**src/rtl/freq_gen_pkg.sv**
```systemverilog
// Shared types and default widths for the pulse-train generator.
package freq_gen_pkg;

  // Default phase-length width (matches the measurement divider's duration width).
  localparam int LEN_W_DEF = 16;
  // Default pulse-count width.
  localparam int CNT_W_DEF = 8;

  // Generator FSM states.
  typedef enum logic [1:0] {
    IDLE = 2'b00,
    HIGH = 2'b01,
    LOW  = 2'b10
  } gen_state_t;

endpackage

```
**src/rtl/phase_counter.sv**
```systemverilog
// Loadable down-counter shared by the HIGH and LOW phases.
// A load takes priority over counting; the count holds at zero rather than
// wrapping, so the controller can reload it on the cycle it sees zero.
module phase_counter #(
  parameter int LEN_W = 16
) (
  input  logic             RefClk,
  input  logic             rst,
  input  logic             load,
  input  logic             en,
  input  logic [LEN_W-1:0] load_val,
  output logic [LEN_W-1:0] value,
  output logic             zero
);

  logic [LEN_W-1:0] cnt_q;

  // Count register: load wins, otherwise decrement while enabled and non-zero.
  always_ff @(posedge RefClk or posedge rst) begin
    if (rst) begin
      cnt_q <= '0;
    end else if (load) begin
      cnt_q <= load_val;
    end else if (en && (cnt_q != '0)) begin
      cnt_q <= cnt_q - {{(LEN_W-1){1'b0}}, 1'b1};
    end
  end

  assign value = cnt_q;
  assign zero  = (cnt_q == '0);

endmodule

```
**src/rtl/freq_pulse_gen.sv**
```systemverilog
// Programmable pulse-train generator timed in RefClk cycles.
// A pulse is a HIGH phase of high_len+1 cycles followed by a LOW phase of
// low_len+1 cycles, repeated num_pulses times (0 = until stop).
// All outputs come straight from registers; inputs never reach outputs
// combinationally.
module freq_pulse_gen
  import freq_gen_pkg::*;
#(
  parameter int LEN_W = LEN_W_DEF,
  parameter int CNT_W = CNT_W_DEF
) (
  input  logic             RefClk,
  input  logic             rst,
  input  logic             start,
  input  logic             stop,
  input  logic [LEN_W-1:0] high_len,
  input  logic [LEN_W-1:0] low_len,
  input  logic [CNT_W-1:0] num_pulses,
  output logic             OutFreq,
  output logic             busy,
  output logic             complete,
  output logic [CNT_W-1:0] pulse_cnt,
  output gen_state_t       fsm_state
);

  gen_state_t       state_q, state_d;

  // Parameters captured on an accepted start; mid-burst input changes are ignored.
  logic [LEN_W-1:0] high_q, low_q;
  logic [CNT_W-1:0] num_q;

  logic             out_q, out_d;
  logic             busy_q, busy_d;
  logic             comp_q, comp_d;
  logic [CNT_W-1:0] pcnt_q, pcnt_d;
  logic             latch;

  logic             cnt_load, cnt_en, cnt_zero;
  logic [LEN_W-1:0] cnt_val, cnt_value;

  // One bit wider than pulse_cnt so the final-pulse compare cannot match on wrap.
  logic [CNT_W:0]   pcnt_inc;
  logic             last_pulse;

  assign pcnt_inc   = {1'b0, pcnt_q} + {{CNT_W{1'b0}}, 1'b1};
  assign last_pulse = (num_q != '0) && (pcnt_inc == {1'b0, num_q});

  phase_counter #(.LEN_W(LEN_W)) u_phase_counter (
    .RefClk   (RefClk),
    .rst      (rst),
    .load     (cnt_load),
    .en       (cnt_en),
    .load_val (cnt_val),
    .value    (cnt_value),
    .zero     (cnt_zero)
  );

  // Next-state and next-register decode; every target defaults to "hold".
  always_comb begin
    state_d  = state_q;
    out_d    = out_q;
    busy_d   = busy_q;
    comp_d   = comp_q;
    pcnt_d   = pcnt_q;
    latch    = 1'b0;
    cnt_load = 1'b0;
    cnt_en   = 1'b0;
    cnt_val  = high_q;
    unique case (state_q)
      IDLE: begin
        // stop dominates start, and stop alone leaves complete untouched.
        if (start && !stop) begin
          latch    = 1'b1;
          cnt_load = 1'b1;
          cnt_val  = high_len;
          pcnt_d   = '0;
          comp_d   = 1'b0;
          out_d    = 1'b1;
          busy_d   = 1'b1;
          state_d  = HIGH;
        end
      end
      HIGH: begin
        if (stop) begin
          out_d   = 1'b0;
          busy_d  = 1'b0;
          state_d = IDLE;
        end else if (cnt_zero) begin
          cnt_load = 1'b1;
          cnt_val  = low_q;
          out_d    = 1'b0;
          state_d  = LOW;
        end else begin
          cnt_en = 1'b1;
        end
      end
      LOW: begin
        if (stop) begin
          out_d   = 1'b0;
          busy_d  = 1'b0;
          state_d = IDLE;
        end else if (cnt_zero) begin
          pcnt_d = pcnt_inc[CNT_W-1:0];
          if (last_pulse) begin
            busy_d  = 1'b0;
            comp_d  = 1'b1;
            state_d = IDLE;
          end else begin
            cnt_load = 1'b1;
            cnt_val  = high_q;
            out_d    = 1'b1;
            state_d  = HIGH;
          end
        end else begin
          cnt_en = 1'b1;
        end
      end
      default: begin
        out_d   = 1'b0;
        busy_d  = 1'b0;
        state_d = IDLE;
      end
    endcase
  end

  // State, latched parameters and output registers; reset is asynchronous.
  always_ff @(posedge RefClk or posedge rst) begin
    if (rst) begin
      state_q <= IDLE;
      high_q  <= '0;
      low_q   <= '0;
      num_q   <= '0;
      out_q   <= 1'b0;
      busy_q  <= 1'b0;
      comp_q  <= 1'b0;
      pcnt_q  <= '0;
    end else begin
      state_q <= state_d;
      out_q   <= out_d;
      busy_q  <= busy_d;
      comp_q  <= comp_d;
      pcnt_q  <= pcnt_d;
      if (latch) begin
        high_q <= high_len;
        low_q  <= low_len;
        num_q  <= num_pulses;
      end
    end
  end

  assign OutFreq   = out_q;
  assign busy      = busy_q;
  assign complete  = comp_q;
  assign pulse_cnt = pcnt_q;
  assign fsm_state = state_q;

endmodule

```
**config.mk**
```make
export PLATFORM = sky130hd
export DESIGN_NAME = freq_pulse_gen
export DESIGN_NICKNAME = d
export VERILOG_FILES = /design/src/rtl/freq_gen_pkg.sv /design/src/rtl/phase_counter.sv /design/src/rtl/freq_pulse_gen.sv
export SDC_FILE = /design/constraint.sdc
export NUM_CORES = 1
export LEC_CHECK = 0
export ABC_AREA = 1
export CORE_MARGIN = 2
export CORE_UTILIZATION = 55
export CTS_BUF_LIST = sky130_fd_sc_hd__clkbuf_16
export DETAILED_ROUTE_END_ITERATION = 10
export GPL_TIMING_DRIVEN = 1
export HOLD_SLACK_MARGIN = 0.12
export PLACE_DENSITY_LB_ADDON = 0.12
export SYNTH_ARGS = -nofsm -noshare
export SYNTH_HDL_FRONTEND = slang
export SYNTH_HIERARCHICAL = 1
export SYNTH_SLANG_ARGS = --single-unit
```
**constraint.sdc**
```tcl
create_clock -name RefClk -period 4.6 [get_ports RefClk]
set_clock_uncertainty 0.15 [all_clocks]
set_input_delay 0.92 -clock RefClk [delete_from_list [all_inputs] [get_ports RefClk]]
set_output_delay 0.92 -clock RefClk [all_outputs]
set_load 0.01 [all_outputs]
```
==> PnR_summary.wiki, run 1 <==
{| class="wikitable"
! Metric !! Value
|-
| Max-Cap Viols || 0
|-
| Crit Reg-Reg Startpoint || u_phase_counter/value[0]
|-
| Initial Util || 57.1%
|-
| Input/output buffers || 56
|-
| Most common cell on crit path || nand3_1
|-
| RSZ-0062 raised after global routing || no
|-
| Number of CTS-inserted buffers || 9
|-
| Area share of the largest cell type after synthesis || 44.3%
|-
| Final total negative setup slack || 0 ns
|-
| Worst R2R Path Depth || 15
|-
| Maximum vdd drop || 0.000281 V
|-
| Vias in the first global route || 3,372
|-
| Non-filler cells, final || 686
|-
| Count of cells along the worst hold path || 2
|-
| Die outline area || 0.00778 mm²
|-
| Clock transition at the register clock pins on the worst setup and hold paths after CTS || 0.06 ns
|-
| Per-cell routed wire length || 13.8 µm
|-
| Achievable clock frequency || 272 MHz
|-
| Area contributors post-synth || dfrtp_1 44%, nand2_1 16%, inv_1 6.5%
|-
| DRC viols || 0
|-
| Endpoint class of the critical path || register
|-
| Type of the worst setup path || register to register
|-
| Post-placement cell count || 670
|-
| Post-cts gate resize count || 0
|-
| Worst reg-to-reg setup slack || 0.93 ns
|-
| Min cycle time layout || 3.67 ns
|-
| Number of nets with antenna violations after detailed routing || 0
|-
| Core area || 0.00683 mm²
|-
| Arrival time at the worst endpoint || 3.72 ns
|-
| Count of endpoints failing hold in the final timing report || 0
|-
| Slew at the pin with the worst max-slew slack || 0.910 ns
|-
| Data required time at the worst endpoint || 4.65 ns
|-
| Syn_nets || 575
|-
| Hold Path End || low_q[5]
|-
| Worst Hold Launch || low_q[5]
|-
| Number of distinct standard cells referenced by the synthesized netlist || 38
|-
| Ant. Diodes || 0
|-
| Post-synthesis to final-layout area growth || 24.5%
|-
| Worst Hold Class || register to register
|-
| Final routed wirelength across all metal layers || 9430 µm
|-
| Initial antenna violation count || 0
|-
| Overall Global Routing Usage || 26.8%
|-
| Average via count per standard cell || 5.29
|-
| Fraction of the cycle the final worst path needs || 79.8%
|-
| Leading cell type in the layout, fill and taps excluded || nand2_1
|-
| Sw frac || 40.5%
|-
| Part of the Yosys area used for sequential elements || 44.3%
|-
| Critical path peak fanout || 16
|-
| Sw power || 1.20 mW
|-
| CTS Root Buffer Type || clkbuf_16
|-
| Number of rows created at floorplan || 30
|-
| Max_slew headroom || 39.3%
|-
| Wire length of the first global-routing pass || 16,100 µm
|-
| Slowest cell delay on critical path || 0.40 ns
|-
| Reg area || 0.00173 mm²
|-
| Relative contribution of combinational cells to total power || 42.5%
|-
| Area used by multi-input combinational logic || 0.00184 mm²
|-
| Sequential share of power || 35.1%
|-
| Commonest non-fill, non-tap cells in the layout || 169 x nand2_1, 69 x dfrtp_1, 69 x inv_1
|-
| Mapped cell area || 0.00390 mm²
|-
| Crit path cell chain || inv_1, ha_1, nand2_2, nor2_1, nand3b_1, nor4_2, buf_4, nand2_1, a31oi_1, buf_4, clkinv_1, nand3_1, inv_2, nand3_1, nand3_1
|-
| Maximum buffer depth of the clock tree || 2
|-
| Max-slew violation count || 0
|-
| Final RePlAce weighted congestion || 0.921
|-
| # IOs || 57
|-
| Largest net degree at the start of global routing || 73
|-
| Type of element launching the critical path || register
|-
| Number of setup buffers added after CTS || 0
|-
| H-tree depth || 3
|-
| Buffers and inverters on the worst path || 5
|-
| Sinks on the clock net || 69
|-
| HPWL Detailed || 6910 µm
|-
| Number of register bits inferred by synthesis || 69
|-
| Fill cell instance count of the final layout || 544
|-
| Internal power summed over all cells || 1.75 mW
|-
| Routed via count || 3,628
|-
| Biggest area consumer among synthesized cells || dfrtp_1
|-
| Die width || 88.2 µm
|-
| Final net count || 635
|-
| Leakage power total || 2.27 nW
|-
| Clock power share || 22.4%
|-
| Avg Inst Size Synth || 7.42 µm²
|-
| TritonCTS clock tree || built
|-
| Power density relative to cell area || 608 mW/mm²
|-
| Fraction of final layout cells sized beyond drive strength 1 || 8.31%
|-
| Critical R2R Capture || u_phase_counter/value[14]
|-
| Critical path's slowest cell || dfrtp_1
|-
| Status || finished, final reports clean
|-
| Post-CTS Hold Buffers || 0
|-
| Cell type group with the largest total delay on the critical path || simple AND/OR/NAND/NOR gates
|-
| Total overflow reported by the global router || 0
|-
| Iteration-0 DRC Markers || 251
|-
| Die span in y || 88.2 µm
|-
| Drt pass-1 iters || 5
|-
| Final setup violation count || 0
|-
| Clk Latency, worst-skew pair || 0.33 ns
|-
| Instance count of the mapped netlist || 525
|-
| Number of warnings reported in the yosys synthesis log || 6
|}
[synth_stat cells (all sizes together)]
cell type,number
nand2,177
nand3,42
or2,3
inv,73
ha,6
a211oi,1
xnor3,1
nand3b,1
clkinv,2
nor4,1
a21oi,4
nor2,46
nor3b,1
o211ai,8
a31oi,1
dfrtp,69
nand4,5
xor2,6
o221ai,8
xnor2,4
clkbuf,8
o21bai,1
o21ai,47
o22ai,5
buf,4
dlygate4sd1,1
[how the worst max path moves through the flow]
stage	depth (start not counted)	start	to	slack (ns)
after floorplan	14	u_phase_counter/value[0]	u_phase_counter/value[9]	1.33
after global placement	12	stop	u_phase_counter/value[4]	1.21
after detailed placement	15	u_phase_counter/value[0]	u_phase_counter/value[14]	0.96
after CTS	15	u_phase_counter/value[0]	u_phase_counter/value[14]	0.93
after global routing	15	u_phase_counter/value[0]	u_phase_counter/value[14]	0.69
final	15	u_phase_counter/value[0]	u_phase_counter/value[14]	0.93
[kinds of logic (layout without fill, tap and decap cells)]
logic type                 count (synthesis)  after routing  share of synthesized area, %
AOI/OAI and AO/OA                         75             75                          11.6
buffers and inverters                     88            153                          8.89
adders and majority gates                  6              6                          1.93
xor gates and xnor gates                  11             11                          2.82
DFF                                       69             69                          44.3
and+or+nand+nor                          276            276                          30.5
[worst min-delay path, cell delays in order (launching register included)]
cell	delay [ns]
dfrtp_1	0.34
nand2_1	0.05
nand2_1	0.05
[per-stage QoR]
step	utilization (%)	setup WS, ns	total power [mW]	cell area (µm²)	hold slack [ns]
after floorplan	-	1.33	1.91	3900	0.293
after global placement	66.9	1.21	2.22	4570	0.308
after detailed placement	66.9	0.961	2.27	4570	0.309
after CTS	71.0	0.928	2.95	4850	0.323
after global routing	71.0	0.689	3.19	4850	0.345
final	71.0	0.930	2.95	4850	0.324
[power groups by stage]
| stage | clock network [mW] | registers, mW | logic (mW) |
|---|---|---|---|
| 2_1_floorplan | 0 | 1.00 | 0.911 |
| 4_1_cts | 0.667 | 1.03 | 1.25 |
| 5_1_grt | 0.702 | 1.07 | 1.42 |
| 3_3_place_gp | 0 | 1.03 | 1.19 |
| 3_5_place_dp | 0 | 1.04 | 1.23 |
| 6_report | 0.661 | 1.03 | 1.25 |
[flip-flops by register name (all words and copies together), names as in the netlist, 2 cells and up]
signal	cells
num_q	8
fsm_state	2
low_q	16
pulse_cnt	8
high_q	16
u_phase_counter/value	16
[metal layers]
| layer | track usage (%) | up-vias | part of all wire (%) |
|---|---|---|---|
| met5 | 0 | - | 0 |
| met4 | 9.64 | 0 | 1.2 |
| met1 | 39.6 | 1680 | 48 |
| met2 | 40.5 | 133 | 45 |
| li1 | - | 1804 | - |
| met3 | 3.77 | 11 | 6.2 |
[area by class of cell]
| type | instances | share of cell area [%] |
|---|---|---|
| clock buffers | 9 | 4.64 |
| repair buffers | 62 | 12.5 |
| clock inverters | 7 | 1.21 |
| inverters | 75 | 5.80 |
| flip-flops and latches | 69 | 35.6 |
| well taps | 96 | 2.47 |
| multi-input cells | 368 | 37.8 |
No activity file was read; power rests on OpenSTA's default activity.
==> run 2, diff against run 1 <==
Settings changed: CORE_UTILIZATION 55 to 49.
Clock period 4.6 ns to 3.2 ns, I/O delays scaled along.
==> run 2 against run 1 <==
Against the previous run:
- clock-buffer cell count unchanged
- register-to-register slack worse by 0.70 ns
- clock power up 53%
- largest cell class unchanged
- sequential share of layout area down 0.59 points
==> PnR_summary.wiki, run 2 (synthesis gave the netlist of run 1 again) <==
{| class="wikitable"
! Metric !! Value
|-
| Slowest cell delay on critical path || 0.39 ns (about the same)
|-
| Iteration-0 DRC Markers || 226 (-10%)
|-
| Leakage power total || 2.30 nW (+1.3%)
|-
| Worst R2R Path Depth || 15 (unchanged)
|-
| Critical path depth || 15 (unchanged)
|-
| Worst reg-to-reg setup slack || 0.23 ns (-0.70 ns)
|-
| Achievable clock frequency || 336 MHz (+23%)
|-
| Core area || 0.00773 mm² (+13%)
|-
| DRC viols || 0 (unchanged)
|-
| Max-Cap Viols || 0 (unchanged)
|-
| Drt pass-1 iters || 4 (-1)
|-
| Number of nets with antenna violations after detailed routing || 0 (unchanged)
|-
| Worst Hold Class || register to register
|-
| Die span in y || 93.2 µm (+5.7%)
|-
| Power density relative to cell area || 876 mW/mm² (+44%)
|-
| Buffers and inverters on the worst path || 4 (-1)
|-
| Total overflow reported by the global router || 0 (unchanged)
|-
| H-tree depth || 3 (unchanged)
|-
| Critical R2R Capture || u_phase_counter/value[3]
|-
| Count of endpoints failing hold in the final timing report || 0 (unchanged)
|-
| Initial Util || 50.4% (-6.6 points)
|-
| Number of rows created at floorplan || 32 (+6.7%)
|-
| Clock power share || 23.3% (+0.9 points)
|-
| Vias in the first global route || 3,276 (-2.8%)
|-
| CTS Root Buffer Type || clkbuf_16
|-
| Final RePlAce weighted congestion || 0.932 (+1.3%)
|-
| Internal power summed over all cells || 2.59 mW (+47%)
|-
| # IOs || 57 (unchanged)
|-
| Endpoint class of the critical path || register
|-
| Per-cell routed wire length || 13.2 µm (-4.1%)
|-
| Sequential share of power || 34.2% (-0.9 points)
|-
| TritonCTS clock tree || built
|-
| Fraction of the cycle the final worst path needs || 92.9% (+13 points)
|-
| Final net count || 641 (+0.94%)
|-
| Maximum buffer depth of the clock tree || 2 (unchanged)
|-
| Sw frac || 40.1% (-0.39 points)
|-
| Leading cell type in the layout, fill and taps excluded || nand2_1
|-
| Maximum vdd drop || 0.000361 V (+28%)
|-
| Sinks on the clock net || 69 (unchanged)
|-
| Met2 demand-to-capacity share in global routing || 33.0% (-7.5 points)
|-
| Die outline area || 0.00868 mm² (+12%)
|-
| Ant. Diodes || 0 (unchanged)
|-
| Commonest non-fill, non-tap cells in the layout || 169 x nand2_1, 69 x dfrtp_1, 67 x inv_1
|-
| Met1 Track Usage GR || 34.7% (-4.9 points)
|-
| Largest net degree at the start of global routing || 73 (unchanged)
|-
| Routed via count || 3,531 (-2.7%)
|-
| Reg area || 0.00173 mm² (unchanged)
|-
| Critical path's slowest cell || dfrtp_1
|-
| Worst Hold Launch || low_q[3]
|-
| Sw power || 1.73 mW (+45%)
|-
| Post-CTS Hold Buffers || 0 (unchanged)
|-
| Clk Latency, worst-skew pair || 0.33 ns (about the same)
|-
| Die width || 93.2 µm (+5.7%)
|-
| Max-slew violation count || 0 (unchanged)
|-
| Fraction of final layout cells sized beyond drive strength 1 || 10.1% (+1.8 points)
|-
| Slew at the pin with the worst max-slew slack || 0.730 ns (-0.180 ns)
|-
| Final setup violation count || 0 (unchanged)
|-
| Initial antenna violation count || 0 (unchanged)
|-
| Post-synthesis to final-layout area growth || 26.6%
|-
| Relative contribution of combinational cells to total power || 42.5% (about the same)
|-
| Clock transition at the register clock pins on the worst setup and hold paths after CTS || 0.06 ns (about the same)
|-
| GRT busiest layer || met1
|-
| Critical path peak fanout || 10 (-6)
|-
| Arrival time at the worst endpoint || 3.04 ns (-0.68 ns)
|-
| Area used by multi-input combinational logic || 0.00184 mm² (unchanged)
|-
| Wire length of the first global-routing pass || 15,600 µm (-2.8%)
|-
| Critical path endpoint || u_phase_counter/value[3]
|-
| Met3 usage in global routing || 3.71% (-0.063 points)
|-
| Average via count per standard cell || 5.06 (-4.3%)
|-
| Data required time at the worst endpoint || 3.26 ns (-1.39 ns)
|-
| Final total negative setup slack || 0 ns (unchanged)
|-
| Final cell utilization of the core || 63.9% (-7.2 points)
|-
| Overall Global Routing Usage || 22.7% (-4.1 points)
|-
| Status || finished, final reports clean
|-
| Type of element launching the critical path || register
|-
| Max_slew headroom || 51.3% (+12 points)
|-
| Crit path cell chain || inv_1, ha_1, nand2_2, nor2_1, nand3b_1, nor4_2, inv_1, nor2_1, nand2_1, a31oi_1, inv_2, nand3_1, inv_2, nand2_1, nand3_1
|-
| Min cycle time layout || 2.97 ns (-0.697 ns)
|-
| Input/output buffers || 56 (unchanged)
|-
| HPWL Detailed || 6680 µm (-3.3%)
|-
| Crit Reg-Reg Startpoint || u_phase_counter/value[0]
|-
| Fill cell instance count of the final layout || 688 (+26%)
|-
| Count of cells along the worst hold path || 2 (unchanged)
|-
| Hold Worst Slack || 0.331 ns (+0.00672 ns)
|-
| Number of CTS-inserted buffers || 9 (unchanged)
|-
| Final routed wirelength across all metal layers || 9210 µm (-2.4%)
|-
| Beginning of the critical path || u_phase_counter/value[0]
|-
| Type of the worst setup path || register to register
|-
| Cell type group with the largest total delay on the critical path || simple AND/OR/NAND/NOR gates
|}
-- run 2: cell count changes in the layout (fill, tap and decap cells not counted), sizes merged --
cell and delta:
buf +6, clkinv -2, clkinvlp +2
-- run 2: power groups by stage --
stage	combinational [mW]	sequential, mW	clock [mW]
after floorplan	1.31	1.44	0
after global placement	1.77	1.48	0
after detailed placement	1.79	1.49	0
after CTS	1.81	1.48	1.02
after global routing	2.11	1.53	1.05
final	1.84	1.48	1.01
-- run 2: tightest hold or removal path, stage by stage (launching register included) --
cell and delay, ns:
dfrtp_1 0.34, nand2_1 0.06, nand2_1 0.05
-- run 2: stage by stage --
| step | worst slack (ns) | total power [mW] | instances | instance area (µm²) |
|---|---|---|---|---|
| after CTS | 0.0993 | 4.30 | 696 | 4920 |
| after floorplan | 0.0377 | 2.75 | 525 | 3900 |
| after global placement | 0.207 | 3.25 | 680 | 4620 |
| final | 0.226 | 4.32 | 698 | 4930 |
| after detailed placement | 0.137 | 3.28 | 680 | 4620 |
| after global routing | -0.00684 | 4.69 | 698 | 4930 |
-- run 2: area by class of cell --
| type | instances | share of cell area [%] |
|---|---|---|
| well taps | 102 | 2.59 |
| repair buffers | 68 | 13.4 |
| multi-input cells | 368 | 37.2 |
| flip-flops and latches | 69 | 35.0 |
| clock buffers | 9 | 4.56 |
| clock inverters | 7 | 1.52 |
| inverters | 75 | 5.70 |
-- run 2: repair_timing --
action,CTS,global route
setup endpoints to repair,0,16
buffers inserted,0,2
gates resized for setup,0,1
-- run 2: routing by layer --
metal  vias to the layer above  wire (µm)
met4                         0         81
li1                       1812          -
met1                      1607       4520
met2                       106       4080
met5                         -          0
met3                         6        535
-- run 2: how the worst min path moves through the flow --
stage	slack, ns	endpoint
6_report	0.33	low_q[3]
5_1_grt	0.37	low_q[0]
4_1_cts	0.33	low_q[5]
3_5_place_dp	0.31	low_q[5]
3_3_place_gp	0.31	low_q[5]
2_1_floorplan	0.29	low_q[0]
==> run 3, diff against run 2 <==
Settings changed: SKIP_CTS_REPAIR_TIMING set to 1.
==> results of run 3 <==
Same layout as run 2: the final DEF is identical, and so are final timing and power.
==> RTL change, RTL diff (flow settings as in run 3) <==
`LEN_W_DEF`: 16 -> 32.
--- a/src/rtl/freq_gen_pkg.sv
+++ b/src/rtl/freq_gen_pkg.sv
@@ -3,5 +3,5 @@
 
   // Default phase-length width (matches the measurement divider's duration width).
-  localparam int LEN_W_DEF = 16;
+  localparam int LEN_W_DEF = 32;
   // Default pulse-count width.
   localparam int CNT_W_DEF = 8;
Ports: changed (resized high_len and low_len); port bits go from 57 to 89. No check against the original RTL was run, so the function may have changed too.
==> RTL change against run 3 <==
Setup slack gained 0.0098 ns. Maximum frequency increased by 0.33%. Non-clock buffer count rose by 34. Sequential cell count is 48 higher. Synthesized area is 72% higher. Sequential share of layout area is 0.28 points lower. Sequential power is 68% higher. Design area increased by 71%. Global-route usage grew 2.5 points. Wire length rose by 85%. Synthesized cell count up 78%. Total power increased by 72%. Largest cell class unchanged.
==> RTL change: results (changes against run 3) <==
Run status
  • Status: complete, no violations

Yosys
  • Mapped Nets: 1015 (+77%)
  • Seq/Total Area, Yosys: 43.6% (-0.73 points)
  • Post-Synth XOR/XNOR Area: 1.30% (-1.5 points)
  • Post-Syn Instances: 933 (+78%)
  • Compound-Gate Fraction of Synth Area: 12.3% (+0.79 points)
  • Top post-synthesis cells by count: nand2_1 (306), dfrtp_1 (117), inv_1 (110)
  • Post-Synth Adder-Cell Area: 1.12% (-0.81 points)
  • Netlist cell types: 37 (-2.6%)

Clocking
  • H-tree Lvls: 4 (+1)
  • Worst skew pair latency: 0.43 ns (+0.10 ns)
  • CTS Buf Count: 17 (+8)

GRT
  • Vias in the first global route: 5885 (+80%)
  • Largest net degree at the start of global routing: 129 (+77%)
  • Overall Global Routing Usage: 25.3% (+2.5 points)
  • First-pass GRT wire length: 28.8 mm (+85%)

Setup path
  • Cell family with most CP delay: simple AND/OR/NAND/NOR gates
  • Worst reg2reg path depth: 17 (+2)
  • CP peak stage delay: 0.37 ns (-0.02 ns)

Place
  • IO buf count: 88 (+57%)
  • Post-DP Area: 0.00782 mm^2 (+69%)
  • Pre-CTS setup slack: 0.182 ns (+0.0448 ns)
  • DP Wirelength: 12.1 mm (+81%)

Route
  • Met2 routed WL: 7.68 mm (+88%)
  • Routed wl met3: 826 um (+54%)
  • DR pass1 iterations: 5 (+1)
  • Total Routed Length: 17.0 mm (+85%)
  • Routed vias/inst: 5.07 (+0.16%)

Pwr
  • Lkg Pwr: 0.00397 uW (+73%)
  • Switching power: 2930 uW (+69%)

Final layout
  • Layout Nets: 1103 (+72%)
  • Layout cells sized above 1: 9.19% (-0.88 points)

STA
  • Worst Max-Slew Pin Slew: 0.520 ns (-0.211 ns)
[RTL change: cell types whose count changed after synthesis, sizes merged, moves of 6 or more]
cell,change
inv,+44
nand3,+38
o21ai,+42
nand2,+141
o211ai,+6
o221ai,+10
or2,+6
nor2,+49
buf,+12
clkbuf,+9
dfrtp,+48
[RTL change: area by class of cell]
class / instances / area, um^2
Multi-Input combinational cell: 665 / 3190
Clock inverter: 15 / 189
Timing Repair Buffer: 102 / 1040
Sequential cell: 117 / 2930
Inverter: 118 / 447
Tap cell: 176 / 220
Clock buffer: 17 / 425
Fill cell: 1194 / 4860
[RTL change: worst paths after layout]
path,from,to,slack [ns]
worst max-delay path,u_phase_counter/value[0],u_phase_counter/value[21],0.24
worst min-delay path,low_q[5],low_q[5],0.32
worst max register to register,u_phase_counter/value[0],u_phase_counter/value[21],0.24
worst min register to register,low_q[5],low_q[5],0.32
max in group asynchronous,rst,high_q[27],1.78
min in group asynchronous,rst,high_q[5],0.45
[RTL change: per-layer routing]
metal | vias up | track usage [%]
li1 | 3160 | -
met1 | 2784 | 35.4
met2 | 159 | 38.6
met3 | 28 | 5.08
met4 | 0 | 9.96
met5 | - | 0
[RTL change: power groups by stage]
| stage | registers, uW | clock network (uW) | logic [uW] |
|---|---|---|---|
| global route | 2570 | 2090 | 3400 |
| global placement | 2500 | 0 | 2900 |
| floorplan | 2410 | 0 | 2200 |
| CTS | 2490 | 2020 | 2960 |
| finish | 2490 | 1980 | 2960 |
| detailed placement | 2500 | 0 | 2940 |
[RTL change: logic make-up (layout without fill, tap and decap cells)]
family                     Yosys count  after routing
DFF                                117            117
buffers and inverters              151            252
and+or+nand+nor                    512            512
xor gates and xnor gates            10             10
AOI/OAI and AO/OA                  137            137
adders and majority gates            6              6
